[config.mk]
export PLATFORM = sky130hd
export DESIGN_NAME = uart_rx_sector_cmd
export DESIGN_NICKNAME = d
export VERILOG_FILES = /design/src/rtl/uart_cmd_pkg.sv /design/src/rtl/uart_rx_core.sv /design/src/rtl/uart_rx_sector_cmd.sv
export SDC_FILE = /design/constraint.sdc
export NUM_CORES = 1
export LEC_CHECK = 0
export CAP_MARGIN = 25
export CORE_MARGIN = 5
export CORE_UTILIZATION = 55
export DETAILED_ROUTE_END_ITERATION = 16
export PLACE_DENSITY = 0.83
export RECOVER_POWER = 50
export SLEW_MARGIN = 40
export SYNTH_ARGS = -nofsm -noshare
export SYNTH_HDL_FRONTEND = slang
export SYNTH_SLANG_ARGS = --single-unit
export TNS_END_PERCENT = 20
[constraint.sdc]
create_clock -name clk -period 2.2 [get_ports clk]
set_input_delay 0.33 -clock clk [delete_from_list [all_inputs] [get_ports clk]]
set_output_delay 0.33 -clock clk [all_outputs]
set_load 0.05 [all_outputs]
[src/rtl/uart_cmd_pkg.sv]
// Shared constants and state encodings for the host-to-FPGA UART command path.
package uart_cmd_pkg;

    localparam logic [7:0] CMD_READ = 8'h52;
    localparam int unsigned CMD_LEN = 5;

    typedef enum logic [1:0] {IDLE, START, DATA, STOP} rx_state_t;
    typedef enum logic [1:0] {P_IDLE, P_ADDR, P_ISSUE} parse_state_t;

endpackage

[src/rtl/uart_rx_core.sv]
// 8N1 UART receiver: 2-flop synchroniser, mid-bit sampling FSM, framed-byte and
// frame-error strobes.
module uart_rx_core
    import uart_cmd_pkg::*;
#(
    parameter int unsigned CLK_DIV = 434
) (
    input  logic       clk,
    input  logic       rst_n,
    input  logic       i_uart_rx,
    output logic       rx_valid,
    output logic [7:0] rx_byte,
    output logic       frame_err
);

    localparam int unsigned CNT_W = $clog2(CLK_DIV + 1);
    localparam logic [CNT_W-1:0] CNT_HALF = CNT_W'(CLK_DIV / 2);
    localparam logic [CNT_W-1:0] CNT_FULL = CNT_W'(CLK_DIV);
    localparam logic [CNT_W-1:0] CNT_ONE  = CNT_W'(1);

    logic [1:0]       sync_q;
    logic             rx_s;
    logic             rx_prev_q;
    rx_state_t        state_q;
    logic [CNT_W-1:0] cnt_q;
    logic [2:0]       bit_idx_q;
    logic [7:0]       shift_q;

    assign rx_s = sync_q[1];

    always_ff @(posedge clk or negedge rst_n) begin
        if (!rst_n) begin
            // Line idles high, so the synchroniser resets to 1 to avoid a false start edge.
            sync_q    <= 2'b11;
            rx_prev_q <= 1'b1;
            state_q   <= IDLE;
            cnt_q     <= '0;
            bit_idx_q <= '0;
            shift_q   <= '0;
            rx_byte   <= '0;
            rx_valid  <= 1'b0;
            frame_err <= 1'b0;
        end else begin
            sync_q    <= {sync_q[0], i_uart_rx};
            rx_prev_q <= rx_s;
            rx_valid  <= 1'b0;
            frame_err <= 1'b0;
            case (state_q)
                IDLE: begin
                    if (rx_prev_q && !rx_s) begin
                        state_q <= START;
                        cnt_q   <= CNT_HALF;
                    end
                end
                START: begin
                    if (cnt_q == CNT_ONE) begin
                        if (rx_s) begin
                            state_q <= IDLE;
                        end else begin
                            state_q   <= DATA;
                            cnt_q     <= CNT_FULL;
                            bit_idx_q <= '0;
                        end
                    end else begin
                        cnt_q <= cnt_q - CNT_ONE;
                    end
                end
                DATA: begin
                    if (cnt_q == CNT_ONE) begin
                        shift_q <= {rx_s, shift_q[7:1]};
                        cnt_q   <= CNT_FULL;
                        if (bit_idx_q == 3'd7) begin
                            state_q <= STOP;
                        end else begin
                            bit_idx_q <= bit_idx_q + 3'd1;
                        end
                    end else begin
                        cnt_q <= cnt_q - CNT_ONE;
                    end
                end
                STOP: begin
                    if (cnt_q == CNT_ONE) begin
                        // Back to IDLE mid stop bit so a back-to-back start edge is caught.
                        state_q <= IDLE;
                        if (rx_s) begin
                            rx_byte  <= shift_q;
                            rx_valid <= 1'b1;
                        end else begin
                            frame_err <= 1'b1;
                        end
                    end else begin
                        cnt_q <= cnt_q - CNT_ONE;
                    end
                end
                default: state_q <= IDLE;
            endcase
        end
    end

endmodule

[src/rtl/uart_rx_sector_cmd.sv]
// UART command receiver: parses 'R' + 32-bit big-endian sector number and drives the
// SD reader read request (rstart / rsector_no / rdone).
module uart_rx_sector_cmd
    import uart_cmd_pkg::*;
#(
    parameter int unsigned CLK_DIV      = 434,
    parameter int unsigned TIMEOUT_BITS = 20
) (
    input  logic        clk,
    input  logic        rst_n,
    input  logic        i_uart_rx,
    output logic        rx_valid,
    output logic [7:0]  rx_byte,
    output logic        frame_err,
    output logic        cmd_err,
    output logic        rstart,
    output logic [31:0] rsector_no,
    input  logic        rdone
);

    localparam int unsigned TMO   = CLK_DIV * TIMEOUT_BITS;
    localparam int unsigned TMO_W = $clog2(TMO);
    localparam logic [TMO_W-1:0] TMO_LOAD = TMO_W'(TMO - 1);
    localparam logic [1:0] LAST_IDX = 2'(CMD_LEN - 2);

    parse_state_t     pstate_q;
    logic [31:0]      shadow_q;
    logic [1:0]       idx_q;
    logic [TMO_W-1:0] tmo_q;

    uart_rx_core #(
        .CLK_DIV (CLK_DIV)
    ) u_rx (
        .clk       (clk),
        .rst_n     (rst_n),
        .i_uart_rx (i_uart_rx),
        .rx_valid  (rx_valid),
        .rx_byte   (rx_byte),
        .frame_err (frame_err)
    );

    always_ff @(posedge clk or negedge rst_n) begin
        if (!rst_n) begin
            pstate_q   <= P_IDLE;
            shadow_q   <= '0;
            idx_q      <= '0;
            tmo_q      <= '0;
            rstart     <= 1'b0;
            rsector_no <= '0;
            cmd_err    <= 1'b0;
        end else begin
            cmd_err <= 1'b0;
            case (pstate_q)
                P_IDLE: begin
                    if (rx_valid) begin
                        if (rx_byte == CMD_READ) begin
                            pstate_q <= P_ADDR;
                            idx_q    <= '0;
                            tmo_q    <= TMO_LOAD;
                        end else begin
                            cmd_err <= 1'b1;
                        end
                    end
                end
                P_ADDR: begin
                    if (frame_err) begin
                        pstate_q <= P_IDLE;
                        shadow_q <= '0;
                    end else if (rx_valid) begin
                        shadow_q <= {shadow_q[23:0], rx_byte};
                        idx_q    <= idx_q + 2'd1;
                        tmo_q    <= TMO_LOAD;
                        if (idx_q == LAST_IDX) begin
                            rsector_no <= {shadow_q[23:0], rx_byte};
                            rstart     <= 1'b1;
                            pstate_q   <= P_ISSUE;
                        end
                    end else if (tmo_q == '0) begin
                        cmd_err  <= 1'b1;
                        pstate_q <= P_IDLE;
                        shadow_q <= '0;
                    end else begin
                        tmo_q <= tmo_q - TMO_W'(1);
                    end
                end
                P_ISSUE: begin
                    // A byte arriving while a request is outstanding is dropped, even alongside rdone.
                    if (rx_valid) begin
                        cmd_err <= 1'b1;
                    end
                    if (rdone) begin
                        rstart   <= 1'b0;
                        pstate_q <= P_IDLE;
                    end
                end
                default: pstate_q <= P_IDLE;
            endcase
        end
    end

endmodule

==> qor.csv <==
metric,value,unit
drtIter0Drc,143,
cts_max_level,3,
critPathTopFamily,buffers and inverters,
p_leak,2.82,nW
place_congestion,0.826,
ys_ff_latch,111,
layout_commonest_cell,dfrtp_1,
setup_tns,0,ns
synth_top_area_cell,dfrtp_1,
clock_power_share,0.254,
cts_root_buf,clkbuf_8,
multiInputGateArea,0.00201,sq mm
grt_max_degree,46,
stdcell_area,0.00575,sq mm
die_w,105,um
synth_cell_types,58,
via_per_inst,5.77,
antenna_found_initial,0,
grt.total_usage,0.183,
clkTransAtPathRegs,0.11,ns
port_buffers,47,
synth.area.top_cells,"dfrtp_1 55%, mux2_2 9.4%, a22o_1 4.6%",
firstDrtPassIters,4,
ios,48,
dp_hpwl,6.90,mm
cts_tree,done,
setup_viol,0,
drv_cap,0,
nets,465,
area_growth,16.8,%
fillers,634,
startpoint_type,register,
die_area,0.0109,sq mm
ys_warn_count,0,
crit_required,1.87,ns
routed_wl,9.51,mm
placed_cell_area,0.00558,sq mm
synthFlopType,dfrtp_1,
pwr-share-seq,0.510,
path_cells,buf_4 -> clkdlybuf4s50_1,
swShare,0.321,
routed-via-count,3250,
start_util,0.565,
cts.path.max_buffers,2,
core-area,0.00872,sq mm
p_per_area,792,mW/mm^2
num_rows,34,
grt-ovfl-total,0,
register_area,0.00278,sq mm
grt_pass1_vias,3281,
fmax,469,MHz
cp_slowest_cell,clkdlybuf4s50_1,
drive_gt1_frac,0.218,
critPathKind,register to primary output,
mostFrequentLayoutCells,"108 x dfrtp_1, 41 x mux2_2, 39 x clkdlybuf4s50_1",
clk_latency,0.37,ns
slew_viol_final,0,
ys_seq_area_frac,0.565,
cts_buffers,9,
p_comb_frac,0.236,
period_needed,2.13,ns
maxSlewHeadroom,0.366,
cts_sinks,111,
diodes,0,
fin_crit_sh,0.969,
critPathMaxStageDelay,0.80,ns
syn_area,0.00492,sq mm
ir_drop,0.685,mV
grt_pass1_wl,16.5,mm
syn_avg_cell_area,12.8,sq um
async_flop_share,1.00,
hold_class,register to register,
endpoint_kind,primary output,
syn_nets,401,
synth.top_cell.area_share,0.549,
skew,0.0139,ns
cp.arrival,1.80,ns
syn_inst,386,
p_int,3.10,mW
worstMarginPinSlew,0.951,ns
die_h,105,um
finalPower,4.56,mW
outcome,finished clean,
drcViolationCount,0,
p_switching,1.46,mW
hold_viol,0,
synth-edff-count,0,
wl_per_cell,16.9,um
rsz0062_at_grt,false,
antenna_left,0,
crit_path_max_fanout,6,
cp.buffers_inverters,2,
-- worst paths after layout --
check                          startpoint        endpoint  slack (ns)  cells after the start
min                        u_rx.sync_q[0]  u_rx.sync_q[1]        0.37                      0
max reg2reg                      tmo_q[0]       tmo_q[11]        0.11                      8
max                         u_rx.rx_valid        rx_valid        0.07                      2
max in group asynchronous           rst_n     shadow_q[4]        0.36                      3
min in group asynchronous           rst_n    shadow_q[16]        0.64                      2
min reg2reg                u_rx.sync_q[0]  u_rx.sync_q[1]        0.37                      0
-- area by class of cell --
type / instances / share of cell area
Sequential cell: 111 / 0.484
Tap cell: 108 / 0.0235
Inverter: 11 / 0.00718
Timing Repair Buffer: 66 / 0.104
Clock buffer: 10 / 0.0222
Multi-Input combinational cell: 251 / 0.349
Clock inverter: 6 / 0.0104
-- per-layer routing --
metal,GRT usage,share of wire,vias to the layer above
met4,0.0603,0.013,0
met3,0.0407,0.038,9
met1,0.247,0.44,1621
met2,0.298,0.50,64
met5,0,0,-
li1,-,-,1556
-- cell usage after synthesis (all sizes together) (4+ instances only) --
master	number
inv	11
nand4	5
nor4	6
nor3	4
mux2	48
buf	8
a2bb2oi	4
nand3	8
a21o	6
nand2b	7
nand2	24
ha	11
nor2	16
clkbuf	5
dfrtp	108
o21ai	19
a21oi	19
a31oi	5
a22o	26
or3	9
-- timing repair --
action	CTS	global route
gates resized for setup	0	1
endpoints found under the hold margin	36	0
hold buffers	1	0
buffers inserted	0	0
setup endpoints to repair	0	5
-- cells by family (layout without fill, tap and decap cells) --
| kind of cell | after synthesis | after routing | synth area share |
|---|---|---|---|
| flip-flops | 111 | 111 | 0.565 |
| multiplexers | 49 | 49 | 0.112 |
| AND/OR/NAND/NOR | 98 | 98 | 0.133 |
| adder cells (fa/ha/maj) | 11 | 11 | 0.0280 |
| AO/OA/AOI/OAI | 93 | 93 | 0.135 |
| buffers and inverters | 24 | 93 | 0.0274 |
-- power by group through the flow --
stage | Sequential (mW) | Combinational [mW] | Clock [mW]
6_report | 2.32 | 1.08 | 1.16
3_5_place_dp | 2.36 | 1.09 | 0
2_1_floorplan | 2.34 | 0.782 | 0
5_1_grt | 2.35 | 1.20 | 1.28
4_1_cts | 2.32 | 1.09 | 1.19
3_3_place_gp | 2.35 | 1.03 | 0
-- stage by stage --
step | setup slack [ns] | hold slack (ns) | cells | util
after floorplan | 0.202 | 0.0344 | 386 | -
after global placement | 0.286 | 0.332 | 546 | 0.640
after detailed placement | 0.129 | 0.335 | 546 | 0.640
after CTS | 0.0544 | 0.337 | 563 | 0.663
after global routing | 0.00546 | 0.376 | 563 | 0.660
final | 0.0679 | 0.373 | 563 | 0.660
-- flip-flops by register name (all words and copies together), names as in the netlist, 2 cells and up, named ones only --
name	flops
rsector_no	32
shadow_q	24
tmo_q	14
u_rx.cnt_q	9
u_rx.rx_byte	8
u_rx.shift_q	8
u_rx.bit_idx_q	3
idx_q	2
pstate_q	2
u_rx.sync_q	2
No activity file was read; power rests on OpenSTA's default activity.
==> edit: new RTL, config.mk and constraints unchanged <==
Set the parameter `TIMEOUT_BITS` to 18 (it was 20).
--- a/src/rtl/uart_rx_sector_cmd.sv
+++ b/src/rtl/uart_rx_sector_cmd.sv
@@ -6,3 +6,3 @@
     parameter int unsigned CLK_DIV      = 434,
-    parameter int unsigned TIMEOUT_BITS = 20
+    parameter int unsigned TIMEOUT_BITS = 18
 ) (
Check against the original RTL: no difference found for any inputs over 10 cycles, from zero or initial values and one cycle with rst_n low; that may be too few to reach the edited logic, so the function may still have changed.
==> edit against the unedited design <==
Worst setup slack better by 0.028 ns. Routed wire length increased by 7.4%. Synthesized area increased by 0.28%. Combinational power fell by 6%. Clock skew fell by 0.0020 ns. Largest power group unchanged. Sequential power shrank 3%. Cell area grew 1.7%. Sequential cell count is 1 lower. Total power fell by 3.7%.
==> edit: results (changes against the unedited design) <==
[metrics] run status: completed
[metrics] leading cell types by total area after synthesis: dfrtp_1 54%, mux2_2 11%, a22o_1 5.0%, mux2i_1 2.6%, ha_1 2.5%
[metrics] multiplexer share of the synthesized area: 13.81% (+2.6 points)
[metrics] GRT Total Usage: 19.45% (+1.1 points)
[metrics] slowest cell on the critical path: a2111oi_0
[metrics] Iter 0 DRT Violations: 171 (+20%)
[metrics] wire length of the first global-routing pass: 17700 um (+7.4%)
[metrics] Placed Instance Area: 5669 um2 (+1.6%)
[metrics] Top Registers: rsector_no (32), shadow_q (24), tmo_q (13)
[metrics] Worst path top cell family by delay: compound AO/OA/AOI/OAI gates
[metrics] GPL Wtd Cong: 0.9743 (+18%)
[metrics] post-placement worst setup slack: 0.03739 ns (-0.09210 ns)
[metrics] cell count after synthesis: 400 (+3.6%)
[metrics] largest net degree at the start of global routing: 41 (-11%)
[metrics] via count normalized by instance count: 6.139 (+6.4%)
[metrics] worst-path maximum fanout: 5 (-1)
[metrics] dpl cells: 557 (+2.0%)
[metrics] pin slew with the least headroom to its limit: 0.9668 ns (+0.01561 ns)
[metrics] Crit path largest cell delay: 0.62 ns (-0.18 ns)
[metrics] Leak: 2.862 nW (+1.6%)
[metrics] Adder-Cell Fraction of Synth Area: 2.534% (-0.26 points)
[metrics] number of nets produced by synthesis: 414 (+3.2%)
[metrics] share of post-route cells with drive strength above 1: 22.96% (+1.2 points)
[metrics] vias in the first global route: 3514 (+7.1%)
[metrics] half-perimeter wire length after placement: 7221 um (+4.6%)
[metrics] post-synthesis sequential area ratio: 55.83% (-0.66 points)
[metrics] worst setup skew after layout: 0.01190 ns (-0.002001 ns)
[metrics] commonest cells in the synthesized netlist: 107 x dfrtp_1, 49 x mux2_2, 28 x a22o_1
[metrics] Avg WL per Cell: 17.79 um (+5.3%)
[metrics] post-synthesis compound-gate area fraction: 13.61% (+0.089 points)
edit: cell families (layout without fill, tap and decap cells):
kind of cell | Yosys count | in the layout
AOI/OAI and AO/OA | 86 | 86
and+or+nand+nor | 94 | 94
DFF | 110 | 110
buffers and inverters | 38 | 104
muxes | 62 | 62
adders and majority gates | 10 | 10
edit: repair_timing:
item,4_1_cts,5_1_grt
endpoints found under the hold margin,37,0
hold buffers,1,0
gates resized for setup,0,6
endpoints found under the setup margin,0,10
edit: final timing paths:
check	start	to	slack (ns)	depth (start not counted)
max	u_rx.rx_byte[7]	tmo_q[7]	0.1	5
min	u_rx.sync_q[0]	u_rx.sync_q[1]	0.37	0
max reg2reg	u_rx.rx_byte[7]	tmo_q[7]	0.1	5
min reg2reg	u_rx.sync_q[0]	u_rx.sync_q[1]	0.37	0
max in group asynchronous	rst_n	u_rx.sync_q[0]	0.42	3
min in group asynchronous	rst_n	rsector_no[26]	0.64	2
edit: area by class of cell:
class / instances / area [um2]
Sequential cell: 110 / 2756
Timing Repair Buffer: 71 / 651.9
Clock inverter: 6 / 55.05
Clock buffer: 10 / 127.6
Inverter: 17 / 63.81
Tap cell: 108 / 135.1
Fill cell: 642 / 2870
Multi-Input combinational cell: 252 / 2061
edit: power breakdown:
group / internal [mW] / total (mW) / switching, mW / leakage (nW)
Combinational: 0.418 / 1.02 / 0.605 / 1.27
Clock: 0.432 / 1.10 / 0.673 / 0.0865
Sequential: 2.13 / 2.26 / 0.129 / 1.51
Total: 2.98 / 4.39 / 1.41 / 2.86
edit: metal layers:
layer	GRT usage (%)	vias up	wire length (um)
li1	-	1612	-
met1	25.25	1780	4313
met2	32.28	112	5191
met3	5.487	20	522
met4	5.114	0	187
met5	0	-	0
